--- src/rtl/block_move_pkg.sv ---
// Shared types and constants for the block move/swap unit.
package block_move_pkg;

    localparam int unsigned BMU_DATA_W   = 32;
    localparam int unsigned BMU_ADDR_W   = 8;
    localparam int unsigned BMU_LEN_W    = 8;
    localparam int unsigned BMU_FLAG_W   = 8;
    localparam int unsigned BMU_SEL_W    = $clog2(BMU_FLAG_W);
    localparam int unsigned BMU_CYC_COPY = 2;
    localparam int unsigned BMU_CYC_SWAP = 4;

    typedef enum logic {
        BMU_COPY = 1'b0,
        BMU_SWAP = 1'b1
    } bmu_mode_e;

    typedef enum logic [3:0] {
        S_IDLE,
        S_PTR_S_RD,
        S_PTR_S_CAP,
        S_PTR_D_RD,
        S_PTR_D_CAP,
        S_RD,
        S_WR,
        S_RD_A,
        S_RD_B,
        S_WR_A,
        S_WR_B,
        S_DONE
    } bmu_state_e;

    typedef struct packed {
        bmu_mode_e              mode;
        logic [BMU_ADDR_W-1:0]  src;
        logic [BMU_ADDR_W-1:0]  dst;
        logic                   src_ptr;
        logic                   dst_ptr;
        logic [BMU_LEN_W-1:0]   len;
        logic                   cond_en;
        logic [BMU_SEL_W-1:0]   cond_sel;
        logic                   cond_val;
    } bmu_cmd_t;

    // First per-word state once both bases are known.
    function automatic bmu_state_e bmu_word_start(input bmu_mode_e mode);
        return (mode == BMU_SWAP) ? S_RD_A : S_RD;
    endfunction

endpackage

--- src/rtl/block_move_unit_if.sv ---
// Command handshake plus register-file port bundle of the block move unit.
interface block_move_unit_if
    import block_move_pkg::*;
#(
    parameter int unsigned DATA_W = BMU_DATA_W,
    parameter int unsigned ADDR_W = BMU_ADDR_W,
    parameter int unsigned LEN_W  = BMU_LEN_W,
    parameter int unsigned FLAG_W = BMU_FLAG_W
);
    localparam int unsigned SEL_W = $clog2(FLAG_W);

    logic              cmd_valid;
    logic              cmd_ready;
    logic              cmd_mode;
    logic [ADDR_W-1:0] cmd_src;
    logic [ADDR_W-1:0] cmd_dst;
    logic              cmd_src_ptr;
    logic              cmd_dst_ptr;
    logic [LEN_W-1:0]  cmd_len;
    logic              cmd_cond_en;
    logic [SEL_W-1:0]  cmd_cond_sel;
    logic              cmd_cond_val;
    logic [FLAG_W-1:0] flags;
    logic              rf_re;
    logic [ADDR_W-1:0] rf_raddr;
    logic [DATA_W-1:0] rf_rdata;
    logic              rf_we;
    logic [ADDR_W-1:0] rf_waddr;
    logic [DATA_W-1:0] rf_wdata;
    logic              busy;
    logic              done;
    logic              done_skipped;

    modport slave (
        input  cmd_valid, cmd_mode, cmd_src, cmd_dst, cmd_src_ptr, cmd_dst_ptr, cmd_len,
               cmd_cond_en, cmd_cond_sel, cmd_cond_val, flags, rf_rdata,
        output cmd_ready, rf_re, rf_raddr, rf_we, rf_waddr, rf_wdata, busy, done, done_skipped
    );

    modport master (
        output cmd_valid, cmd_mode, cmd_src, cmd_dst, cmd_src_ptr, cmd_dst_ptr, cmd_len,
               cmd_cond_en, cmd_cond_sel, cmd_cond_val, flags, rf_rdata,
        input  cmd_ready, rf_re, rf_raddr, rf_we, rf_waddr, rf_wdata, busy, done, done_skipped
    );

endinterface

--- src/rtl/bmu_addr_gen.sv ---
// Base/counter address generator; BMU_REVERSE_COPY_EN enables descending COPY for dst-above-src overlap.
module bmu_addr_gen
    import block_move_pkg::*;
#(
    parameter int unsigned ADDR_W = BMU_ADDR_W,
    parameter int unsigned LEN_W  = BMU_LEN_W
) (
    input  logic              clk,
    input  logic              rst,
    input  logic              load,
    input  logic              ld_src_ptr,
    input  logic              ld_dst_ptr,
    input  logic              step,
    input  bmu_mode_e         mode,
    input  logic [ADDR_W-1:0] src_in,
    input  logic [ADDR_W-1:0] dst_in,
    input  logic [LEN_W-1:0]  len_in,
    input  logic [ADDR_W-1:0] ptr_word,
    output logic [ADDR_W-1:0] src_base,
    output logic [ADDR_W-1:0] dst_base,
    output logic [ADDR_W-1:0] src_addr,
    output logic [ADDR_W-1:0] dst_addr,
    output logic              last_word
);
`ifdef BMU_REVERSE_COPY_EN
    localparam bit REV_EN = 1'b1;
`else
    localparam bit REV_EN = 1'b0;
`endif
    localparam int unsigned CMP_W = ((ADDR_W > LEN_W) ? ADDR_W : LEN_W) + 1;

    logic [LEN_W-1:0]  len_q;
    logic [LEN_W-1:0]  cnt_q;
    logic [LEN_W-1:0]  offset;
    logic [ADDR_W-1:0] diff;
    logic              rev;

    always_ff @(posedge clk) begin
        if (rst) begin
            src_base <= '0;
            dst_base <= '0;
            len_q    <= '0;
            cnt_q    <= '0;
        end else begin
            if (load) begin
                src_base <= src_in;
                dst_base <= dst_in;
                len_q    <= len_in;
                cnt_q    <= '0;
            end
            if (ld_src_ptr) src_base <= ptr_word;
            if (ld_dst_ptr) dst_base <= ptr_word;
            if (step)       cnt_q    <= cnt_q + LEN_W'(1);
        end
    end

    // Bases are stable during the word phase, so direction follows resolved pointers.
    assign diff   = dst_base - src_base;
    assign rev    = REV_EN && (mode == BMU_COPY) && (diff != '0)
                    && (CMP_W'(diff) < CMP_W'(len_q));
    assign offset = rev ? (len_q - LEN_W'(1) - cnt_q) : cnt_q;

    assign src_addr  = src_base + ADDR_W'(offset);
    assign dst_addr  = dst_base + ADDR_W'(offset);
    assign last_word = (cnt_q == (len_q - LEN_W'(1)));

endmodule

--- src/rtl/block_move_unit.sv ---
// Sequential block COPY/SWAP over the exe-env register file, one access per cycle.
// Optional BMU_REVERSE_COPY_EN (see bmu_addr_gen) gives memmove-style COPY.
module block_move_unit
    import block_move_pkg::*;
#(
    parameter int unsigned DATA_W = BMU_DATA_W,
    parameter int unsigned ADDR_W = BMU_ADDR_W,
    parameter int unsigned LEN_W  = BMU_LEN_W,
    parameter int unsigned FLAG_W = BMU_FLAG_W
) (
    input  logic             clk,
    input  logic             rst,
    block_move_unit_if.slave bus
);
    localparam int unsigned SEL_W = $clog2(FLAG_W);

    bmu_state_e        state_q;
    bmu_state_e        state_d;
    bmu_cmd_t          cmd_in;
    bmu_mode_e         mode_q;
    logic              dst_ptr_q;
    logic              skip_q;
    logic [DATA_W-1:0] a_q;
    logic [SEL_W-1:0]  cond_sel;
    logic              accept;
    logic              cond_fail;
    logic              ld_src_ptr;
    logic              ld_dst_ptr;
    logic              step;
    logic              cap_a;
    logic [ADDR_W-1:0] src_base;
    logic [ADDR_W-1:0] dst_base;
    logic [ADDR_W-1:0] src_addr;
    logic [ADDR_W-1:0] dst_addr;
    logic              last_word;

    always_comb begin
        cmd_in.mode     = bmu_mode_e'(bus.cmd_mode);
        cmd_in.src      = BMU_ADDR_W'(bus.cmd_src);
        cmd_in.dst      = BMU_ADDR_W'(bus.cmd_dst);
        cmd_in.src_ptr  = bus.cmd_src_ptr;
        cmd_in.dst_ptr  = bus.cmd_dst_ptr;
        cmd_in.len      = BMU_LEN_W'(bus.cmd_len);
        cmd_in.cond_en  = bus.cmd_cond_en;
        cmd_in.cond_sel = BMU_SEL_W'(bus.cmd_cond_sel);
        cmd_in.cond_val = bus.cmd_cond_val;
    end

    assign cond_sel  = SEL_W'(cmd_in.cond_sel);
    assign cond_fail = cmd_in.cond_en && (bus.flags[cond_sel] != cmd_in.cond_val);
    assign accept    = bus.cmd_valid && (state_q == S_IDLE);

    bmu_addr_gen #(
        .ADDR_W (ADDR_W),
        .LEN_W  (LEN_W)
    ) u_addr_gen (
        .clk        (clk),
        .rst        (rst),
        .load       (accept),
        .ld_src_ptr (ld_src_ptr),
        .ld_dst_ptr (ld_dst_ptr),
        .step       (step),
        .mode       (mode_q),
        .src_in     (ADDR_W'(cmd_in.src)),
        .dst_in     (ADDR_W'(cmd_in.dst)),
        .len_in     (LEN_W'(cmd_in.len)),
        .ptr_word   (bus.rf_rdata[ADDR_W-1:0]),
        .src_base   (src_base),
        .dst_base   (dst_base),
        .src_addr   (src_addr),
        .dst_addr   (dst_addr),
        .last_word  (last_word)
    );

    // Command attributes and the swap holding register.
    always_ff @(posedge clk) begin
        if (rst) begin
            mode_q    <= BMU_COPY;
            dst_ptr_q <= 1'b0;
            skip_q    <= 1'b0;
            a_q       <= '0;
        end else begin
            if (accept) begin
                mode_q    <= cmd_in.mode;
                dst_ptr_q <= cmd_in.dst_ptr;
                skip_q    <= cond_fail;
            end
            if (cap_a) a_q <= bus.rf_rdata;
        end
    end

    always_ff @(posedge clk) begin
        if (rst) state_q <= S_IDLE;
        else     state_q <= state_d;
    end

    always_comb begin
        state_d = state_q;
        unique case (state_q)
            S_IDLE: begin
                if (accept) begin
                    if (cond_fail || (cmd_in.len == '0)) state_d = S_DONE;
                    else if (cmd_in.src_ptr)             state_d = S_PTR_S_RD;
                    else if (cmd_in.dst_ptr)             state_d = S_PTR_D_RD;
                    else                                 state_d = bmu_word_start(cmd_in.mode);
                end
            end
            S_PTR_S_RD:  state_d = S_PTR_S_CAP;
            S_PTR_S_CAP: state_d = dst_ptr_q ? S_PTR_D_RD : bmu_word_start(mode_q);
            S_PTR_D_RD:  state_d = S_PTR_D_CAP;
            S_PTR_D_CAP: state_d = bmu_word_start(mode_q);
            S_RD:        state_d = S_WR;
            S_WR:        state_d = last_word ? S_DONE : S_RD;
            S_RD_A:      state_d = S_RD_B;
            S_RD_B:      state_d = S_WR_A;
            S_WR_A:      state_d = S_WR_B;
            S_WR_B:      state_d = last_word ? S_DONE : S_RD_A;
            S_DONE:      state_d = S_IDLE;
            default:     state_d = S_IDLE;
        endcase
    end

    always_comb begin
        bus.cmd_ready    = 1'b0;
        bus.busy         = 1'b1;
        bus.done         = 1'b0;
        bus.done_skipped = 1'b0;
        bus.rf_re        = 1'b0;
        bus.rf_raddr     = '0;
        bus.rf_we        = 1'b0;
        bus.rf_waddr     = '0;
        bus.rf_wdata     = '0;
        ld_src_ptr       = 1'b0;
        ld_dst_ptr       = 1'b0;
        step             = 1'b0;
        cap_a            = 1'b0;
        unique case (state_q)
            S_IDLE: begin
                bus.cmd_ready = 1'b1;
                bus.busy      = 1'b0;
            end
            S_PTR_S_RD:  begin bus.rf_re = 1'b1; bus.rf_raddr = src_base; end
            S_PTR_S_CAP: ld_src_ptr = 1'b1;
            S_PTR_D_RD:  begin bus.rf_re = 1'b1; bus.rf_raddr = dst_base; end
            S_PTR_D_CAP: ld_dst_ptr = 1'b1;
            S_RD:        begin bus.rf_re = 1'b1; bus.rf_raddr = src_addr; end
            S_WR: begin
                bus.rf_we    = 1'b1;
                bus.rf_waddr = dst_addr;
                bus.rf_wdata = bus.rf_rdata;
                step         = !last_word;
            end
            S_RD_A:      begin bus.rf_re = 1'b1; bus.rf_raddr = src_addr; end
            S_RD_B: begin
                bus.rf_re    = 1'b1;
                bus.rf_raddr = dst_addr;
                cap_a        = 1'b1;
            end
            S_WR_A: begin
                bus.rf_we    = 1'b1;
                bus.rf_waddr = src_addr;
                bus.rf_wdata = bus.rf_rdata;
            end
            S_WR_B: begin
                bus.rf_we    = 1'b1;
                bus.rf_waddr = dst_addr;
                bus.rf_wdata = a_q;
                step         = !last_word;
            end
            S_DONE: begin
                bus.done         = 1'b1;
                bus.done_skipped = skip_q;
            end
            default: ;
        endcase
        // Reset aborts immediately: no access may land on the reset edge.
        if (rst) begin
            bus.rf_re = 1'b0;
            bus.rf_we = 1'b0;
        end
    end

endmodule
--- src/flat_wrapper.sv ---
// flat-port wrapper written by rule: the top's interface ports become plain ports
module block_move_unit_flat import block_move_pkg::*;
#(
    parameter int unsigned DATA_W = BMU_DATA_W,
    parameter int unsigned ADDR_W = BMU_ADDR_W,
    parameter int unsigned LEN_W  = BMU_LEN_W,
    parameter int unsigned FLAG_W = BMU_FLAG_W
)
  (clk, rst, bus_cmd_valid, bus_cmd_mode, bus_cmd_src, bus_cmd_dst, bus_cmd_src_ptr, bus_cmd_dst_ptr, bus_cmd_len, bus_cmd_cond_en, bus_cmd_cond_sel, bus_cmd_cond_val, bus_flags, bus_rf_rdata, bus_cmd_ready, bus_rf_re, bus_rf_raddr, bus_rf_we, bus_rf_waddr, bus_rf_wdata, bus_busy, bus_done, bus_done_skipped);
  block_move_unit_if #(.DATA_W(DATA_W), .ADDR_W(ADDR_W), .LEN_W(LEN_W), .FLAG_W(FLAG_W)) bus_i ();
  input  logic clk;
  input  logic rst;
  input wire logic [$bits(bus_i.cmd_valid)-1:0] bus_cmd_valid;
  input wire logic [$bits(bus_i.cmd_mode)-1:0] bus_cmd_mode;
  input wire logic [$bits(bus_i.cmd_src)-1:0] bus_cmd_src;
  input wire logic [$bits(bus_i.cmd_dst)-1:0] bus_cmd_dst;
  input wire logic [$bits(bus_i.cmd_src_ptr)-1:0] bus_cmd_src_ptr;
  input wire logic [$bits(bus_i.cmd_dst_ptr)-1:0] bus_cmd_dst_ptr;
  input wire logic [$bits(bus_i.cmd_len)-1:0] bus_cmd_len;
  input wire logic [$bits(bus_i.cmd_cond_en)-1:0] bus_cmd_cond_en;
  input wire logic [$bits(bus_i.cmd_cond_sel)-1:0] bus_cmd_cond_sel;
  input wire logic [$bits(bus_i.cmd_cond_val)-1:0] bus_cmd_cond_val;
  input wire logic [$bits(bus_i.flags)-1:0] bus_flags;
  input wire logic [$bits(bus_i.rf_rdata)-1:0] bus_rf_rdata;
  output wire logic [$bits(bus_i.cmd_ready)-1:0] bus_cmd_ready;
  output wire logic [$bits(bus_i.rf_re)-1:0] bus_rf_re;
  output wire logic [$bits(bus_i.rf_raddr)-1:0] bus_rf_raddr;
  output wire logic [$bits(bus_i.rf_we)-1:0] bus_rf_we;
  output wire logic [$bits(bus_i.rf_waddr)-1:0] bus_rf_waddr;
  output wire logic [$bits(bus_i.rf_wdata)-1:0] bus_rf_wdata;
  output wire logic [$bits(bus_i.busy)-1:0] bus_busy;
  output wire logic [$bits(bus_i.done)-1:0] bus_done;
  output wire logic [$bits(bus_i.done_skipped)-1:0] bus_done_skipped;
  assign bus_i.cmd_valid = bus_cmd_valid;
  assign bus_i.cmd_mode = bus_cmd_mode;
  assign bus_i.cmd_src = bus_cmd_src;
  assign bus_i.cmd_dst = bus_cmd_dst;
  assign bus_i.cmd_src_ptr = bus_cmd_src_ptr;
  assign bus_i.cmd_dst_ptr = bus_cmd_dst_ptr;
  assign bus_i.cmd_len = bus_cmd_len;
  assign bus_i.cmd_cond_en = bus_cmd_cond_en;
  assign bus_i.cmd_cond_sel = bus_cmd_cond_sel;
  assign bus_i.cmd_cond_val = bus_cmd_cond_val;
  assign bus_i.flags = bus_flags;
  assign bus_i.rf_rdata = bus_rf_rdata;
  assign bus_cmd_ready = bus_i.cmd_ready;
  assign bus_rf_re = bus_i.rf_re;
  assign bus_rf_raddr = bus_i.rf_raddr;
  assign bus_rf_we = bus_i.rf_we;
  assign bus_rf_waddr = bus_i.rf_waddr;
  assign bus_rf_wdata = bus_i.rf_wdata;
  assign bus_busy = bus_i.busy;
  assign bus_done = bus_i.done;
  assign bus_done_skipped = bus_i.done_skipped;
  block_move_unit #(.DATA_W(DATA_W), .ADDR_W(ADDR_W), .LEN_W(LEN_W), .FLAG_W(FLAG_W)) u_core (.clk(clk), .rst(rst), .bus(bus_i));
endmodule
--- config.mk ---
export PLATFORM = sky130hd
export DESIGN_NAME = block_move_unit_flat
export DESIGN_NICKNAME = d
export VERILOG_FILES = /design/src/rtl/block_move_pkg.sv /design/src/rtl/block_move_unit_if.sv /design/src/rtl/bmu_addr_gen.sv /design/src/rtl/block_move_unit.sv /design/src/flat_wrapper.sv
export SDC_FILE = /design/constraint.sdc
export NUM_CORES = 1
export LEC_CHECK = 0
export CORE_ASPECT_RATIO = 0.6
export CORE_MARGIN = 3
export CORE_UTILIZATION = 25
export CTS_CLUSTER_DIAMETER = 120
export CTS_CLUSTER_SIZE = 20
export DETAILED_ROUTE_END_ITERATION = 16
export HOLD_SLACK_MARGIN = 0.08
export PLACE_DENSITY = 0.58
export SLEW_MARGIN = 30
export SYNTH_ARGS = -nofsm -noshare
export SYNTH_HDL_FRONTEND = slang
export SYNTH_HIERARCHICAL = 1
export SYNTH_SLANG_ARGS = --single-unit
--- constraint.sdc ---
create_clock -name clk -period 6.8 [get_ports clk]
set_input_delay 1.36 -clock clk [delete_from_list [all_inputs] [get_ports clk]]
set_output_delay 1.36 -clock clk [all_outputs]
set_load 0.02 [all_outputs]
Word-level counts from Yosys, hierarchy flattened
Cells that the tools add are included.
{ "word_totals": {"memories": 0, "elab_cells": 75, "output_inout_bits": 54, "romBits": 0, "ff_bits": 71, "ramBits": 0, "latchBits": 0} }
{ "classes": {"n_mul": 0, "n_mux": 33, "n_reduce_logical": 14, "add_sub_neg": 4, "n_shift": 0, "n_eq_ne": 14, "div_mod_pow": 0, "n_lt_le_gt_ge": 1, "bitwise_logic": 0} }
{ "ops": {"columns": ["cell", "n"], "rows": [
  ["$pmux W32 S2", 1],
  ["$mux W8", 6],
  ["$pmux W4 S11", 1],
  ["$pmux W8 S4", 1],
  ["$mux W4", 7],
  ["$add A8 B8 Y8", 2],
  ["$eq A4 B3 Y1 const B", 4],
  ["$eq A4 B4 Y1 const B", 4],
  ["$pmux W8 S2", 1],
  ["$mux W1", 13],
  ["$add A8 B1 Y8 const B", 1],
  ["$eq A4 B2 Y1 const B", 2],
  ["$eq A8 B8 Y1", 1],
  ["$logic_not A8 Y1", 1],
  ["$sub A8 B1 Y8 const B", 1],
  ["$reduce_bool A2 Y1", 3],
  ["$reduce_or A2 Y1", 3],
  ["$reduce_or A5 Y1", 1],
  ["$eq A4 B1 Y1 const B", 1],
  ["$logic_not A4 Y1", 1],
  ["$lt A3 B4 Y1 const B", 1],
  ["$mux W2", 2],
  ["$bmux W1 S3", 1],
  ["$reduce_or A3 Y1", 1],
  ["5 further kinds", 6]
]} }

Depth between registers and ports, before layout
{ "logic_depth": {"depth_word": 8, "ltp_mapped": 11, "ltp_nobuf": 11} }

Hierarchy
The synthesis kept the hierarchy.
{ "modules_own_cells": {"columns": ["mod", "n_inst", "area_each_um2", "cells_per_inst", "seq_area_each_um2"], "rows": [
  ["block_move_unit", 1, 2447.3, 317, 780.7],
  ["bmu_addr_gen", 1, 2194.6, 265, 640.6]
]} }

Worst setup path before layout
Ideal clock, no wire load.
{ "synth_path": {"path_type": "in2out", "start": "input port rst", "end": "output port bus_rf_re", "stages": 3, "arrival_ns": 2.103, "path_slack_ns": 3.337, "cell_sequence": "clkbuf_1 > clkbuf_1 > a21oi_1"} }
{ "synth_between": {"elab_chain_len": 1} }
{ "synth_rtl": {"columns": ["item", "line_no", "rtl"], "rows": [
  ["from (decl)", "flat_wrapper.sv:12", "input logic rst;"],
  ["$mux W1", "block_move_unit.sv:177", "if (rst) begin"],
  ["to (decl)", "flat_wrapper.sv:26", "output wire logic [$bits(bus_i.rf_re)-1:0] bus_rf_re;"]
]} }
No other way between the ends.

Worst setup path after layout
{ "layout_path": {"start": "register u_core.state_q[2]", "end": "output port bus_rf_wdata[12]"} }
{ "layout_between": {"elab_chain_len": 3} }
{ "layout_rtl": {"columns": ["item", "line_no", "rtl"], "rows": [
  ["from (decl)", "block_move_unit.sv:17", "bmu_state_e state_q;"],
  ["from (signal assigned)", "block_move_unit.sv:94", "else state_q <= state_d;"],
  ["$eq A4 B3 Y1 / $eq A4 B4 Y1 (equally long branches)", "block_move_unit.sv:137", "unique case (state_q)"],
  ["$reduce_or A2 Y1 (no source line)", null, null],
  ["$pmux W32 S2 *", "block_move_unit.sv:137", null],
  ["to (decl)", "flat_wrapper.sv:30", "output wire logic [$bits(bus_i.rf_wdata)-1:0] bus_rf_wdata;"]
]} }
Every way passes the cells marked *; elsewhere a longest branch is shown, timed or not.

==> impl_metrics.csv <==
group,metric,value,unit
placement,io_buffers,128,
setup_path,worstPathArrival,3.26,ns
setup_path,setup.worst_path.class,"reg2out",
global_route,grt_max_degree,56,
clocking,cts_resized,0,
clocking,ctsLongestPathBuffers,2,
setup_path,r2r_slack,3.16,ns
logic_synthesis,synth_edf_count,0,
clocking,htree_levels,3,
sta,setup_violations,0,
sta,slew_viol_final,0,
final_layout,layout-drive-gt1-share,5.789,%
setup_path,reg2reg_to,"u_core/u_addr_gen/cnt_q[7]",
detailed_routing,ant_nets,0,
logic_synthesis,synth_area_per_cell,7.976,um2
sta,max_clock_freq,0.2163,GHz
pwr,seq_power_share,33.9,%
detailed_routing,vias,4551,
setup_path,reg2reg_from,"u_core/state_q[2]",
pwr,clkPwrFrac,25.2,%
global_route,grt_usage,14.67,%
sta,fin_crit_sh,67.97,%
logic_synthesis,syn_inst,582,
die,die_x,181.9,um
clocking,cts_buffers,9,
pwr,total_leakage_power,2.370,nW
logic_synthesis,synth_flop_cell,"dfxtp_1",
min_path,worstHoldPathCells,2,
clocking,postCtsSetupRepairBufs,0,
logic_synthesis,synthesis.area,0.004642,mm2
sta,hold_viol,0,
sta,final.setup.tns,0,ns
die,chipHeight,111.6,um
global_route,grt_pass1_vias,4058,
detailed_routing,wl_per_cell,16.74,um
setup_path,required,5.44,ns
global_route,antenna_found_initial,1,
clocking,clk_pin_slew,0.06,ns
setup_path,start_kind,"flip-flop",
logic_synthesis,synth-async-reset-ratio,0,%
detailed_routing,wl,15.49,mm
die,core_area,0.01764,mm2
setup_path,r2r_cells,7,
logic_synthesis,synth.distinct_cells,57,
final_layout,area_growth,36.68,%
pwr,power_density,289.4,mW/mm2
clocking,cts_root_buf,"clkbuf_16",
clocking,clk_latency,0.34,ns
logic_synthesis,ys_seq_area_share,30.62,%
die,initial_core_util,26.32,%
die,ioPinCount,129,
sta,slew_headroom,36.86,%
die,rows,37,
pwr,power_switching_share,40.64,%
pwr,ir_drop,0.1158,mV
flow_run,drv_cap,0,
pwr,p_comb_share,40.9,%
min_path,hp-start,"u_core/a_q[18]",
pwr,finalPower,1.836,mW
detailed_routing,avgViaCountPerCell,4.920,
detailed_routing,drtPass1Iterations,6,
final_layout,num_antenna_cells,0,
detailed_routing,drt_iter0_markers,435,
logic_synthesis,yosys_warnings,6,
min_path,hold_path_class,"reg2reg",
status,status,"complete, no violations",
global_route,grt_pass1_wl,23.83,mm
final_layout,nets,779,
detailed_routing,drc,0,
die,die-area,0.02029,mm2
pwr,internal-power,1.090,mW
pwr,power_switching,0.7461,mW
placement,hpwl,11.54,mm
setup_path,critPathMaxFanout,33,
clocking,clkSinkCount,71,
setup_path,end_kind,"output port",
final_layout,nFillCells,1817,
sta,worst_slew_pin_slew,0.9470,ns
logic_synthesis,synth_nets,675,
sta,rsz0062_at_grt,"no",
min_path,holdPathEnd,"u_core/a_q[18]",
sta,final.min_clock_period,4.622,ns
sta,fin_worst_skew,0.006443,ns
clocking,cts_tree,"yes",
final_layout,postLayoutCoreUtil,35.97,%
placement,finalWeightedCongestion,0.8923,
logic_synthesis,synth-seq-cells,71,
clocking,cts_hold_buffers,0,
global_route,gr-total-overflow,0,
-- logic make-up (layout without fill, tap and decap cells) --
kind of cell	Yosys count	in the layout	synth area share (%)
and+or+nand+nor	211	211	21.19
AOI/OAI and AO/OA	162	162	23.45
DFF	71	71	30.62
buffers and inverters	56	165	5.903
muxes	42	42	9.515
xor gates and xnor gates	22	22	4.151
adders and majority gates	18	18	5.175
-- routing by layer --
layer	share of wire [%]	track usage, %
met1	54	24.87
met2	36	17.52
met3	9.0	4.277
met4	0.50	2.028
met5	0.071	0
-- layout by cell type (no fill, tap or decap), drive strengths merged, types with 3 or more instances in the layout --
cell type / n
nand2b: 13
dfxtp: 71
nor3b: 4
xnor2: 10
nand4: 3
mux2: 4
nand3: 10
inv: 16
and3: 4
o31ai: 5
o21ai: 6
nor2b: 6
nand2: 83
a22o: 41
a31oi: 3
clkbuf: 10
nor2: 63
xor2: 12
clkinv: 3
buf: 8
mux2i: 37
or4: 3
a21o: 3
nand3b: 3
a211oi: 4
ha: 16
nor3: 12
clkdlybuf4s50: 127
a21oi: 77
o22ai: 7
-- power groups by stage --
stage / registers, mW / clock network [mW] / logic (mW)
6_report: 0.622 / 0.463 / 0.751
3_5_place_dp: 0.624 / 0 / 0.746
2_1_floorplan: 0.544 / 0 / 0.577
5_1_grt: 0.631 / 0.491 / 0.827
4_1_cts: 0.615 / 0.474 / 0.750
3_3_place_gp: 0.625 / 0 / 0.741
-- critical path, cell delays in order (launching register included) --
cell             delay (ns)
dfxtp_1                0.61
nand2b_1               0.44
nor3b_4                0.52
o21bai_4               0.47
a22o_1                 0.25
clkdlybuf4s50_1        0.61
-- how the worst max path moves through the flow --
stage                            startpoint                to  depth (start not counted)
after CTS                 u_core/state_q[1]  bus_rf_wdata[13]                          5
after floorplan                         rst         bus_rf_re                          3
final                     u_core/state_q[2]  bus_rf_wdata[12]                          5
after detailed placement  u_core/state_q[1]  bus_rf_wdata[13]                          5
after global routing      u_core/state_q[2]  bus_rf_wdata[13]                          5
after global placement    u_core/state_q[1]   bus_rf_wdata[4]                          5
-- flip-flops by register name, summed over array words and instances, names as in the netlist --
| signal | count |
|---|---|
| u_core/u_addr_gen/cnt_q | 8 |
| u_core/u_addr_gen/dst_base | 8 |
| u_core/u_addr_gen/src_base | 8 |
| u_core/a_q | 32 |
| u_core/dst_ptr_q | 1 |
| u_core/u_addr_gen/len_q | 8 |
| u_core/state_q | 4 |
| u_core/skip_q | 1 |
| u_core/mode_q | 1 |
-- synth_stat cells (3+ instances only) --
master	instances	area share [%]
a211oi_1	3	0.49
a21o_1	3	0.49
a21oi_1	77	8.3
a22o_1	41	7.7
a31oi_1	3	0.40
and3_1	4	0.54
buf_2	13	1.4
buf_6	5	1.2
clkbuf_1	22	1.8
dfxtp_1	71	31
ha_1	16	4.3
inv_1	13	1.1
mux2_2	3	0.73
mux2i_1	37	8.0
nand2_1	83	6.7
nand2b_1	13	1.8
nand3_1	10	1.1
nand3b_1	3	0.49
nand4_1	3	0.40
nor2_1	63	5.1
nor2b_1	6	0.81
nor3_1	10	1.1
nor3b_1	3	0.49
o21ai_0	6	0.65
o22ai_1	7	0.94
o31ai_1	4	0.65
or4_1	3	0.49
xnor2_1	10	1.9
xor2_1	12	2.3
-- area by class of cell --
type,count,area (um2),share of cell area (%)
multi-input combinational,455,2955,46.58
sequential,71,1423,22.42
timing repair buffer,135,1329,20.94
tap,234,292.8,4.614
clock buffer,10,239.0,3.767
inverter,14,55.05,0.8677
clock inverter,6,51.30,0.8085
-- through the flow --
stage	worst slack, ns	cells	hold WS, ns	cell area, um2
floorplan	3.337	582	0.4366	4642
global placement	2.261	909	0.4451	6053
detailed placement	2.169	909	0.4486	6053
CTS	1.783	925	0.4569	6344
global route	1.949	925	0.4792	6345
finish	2.178	925	0.4558	6345
No activity file was read; power rests on OpenSTA's default activity.
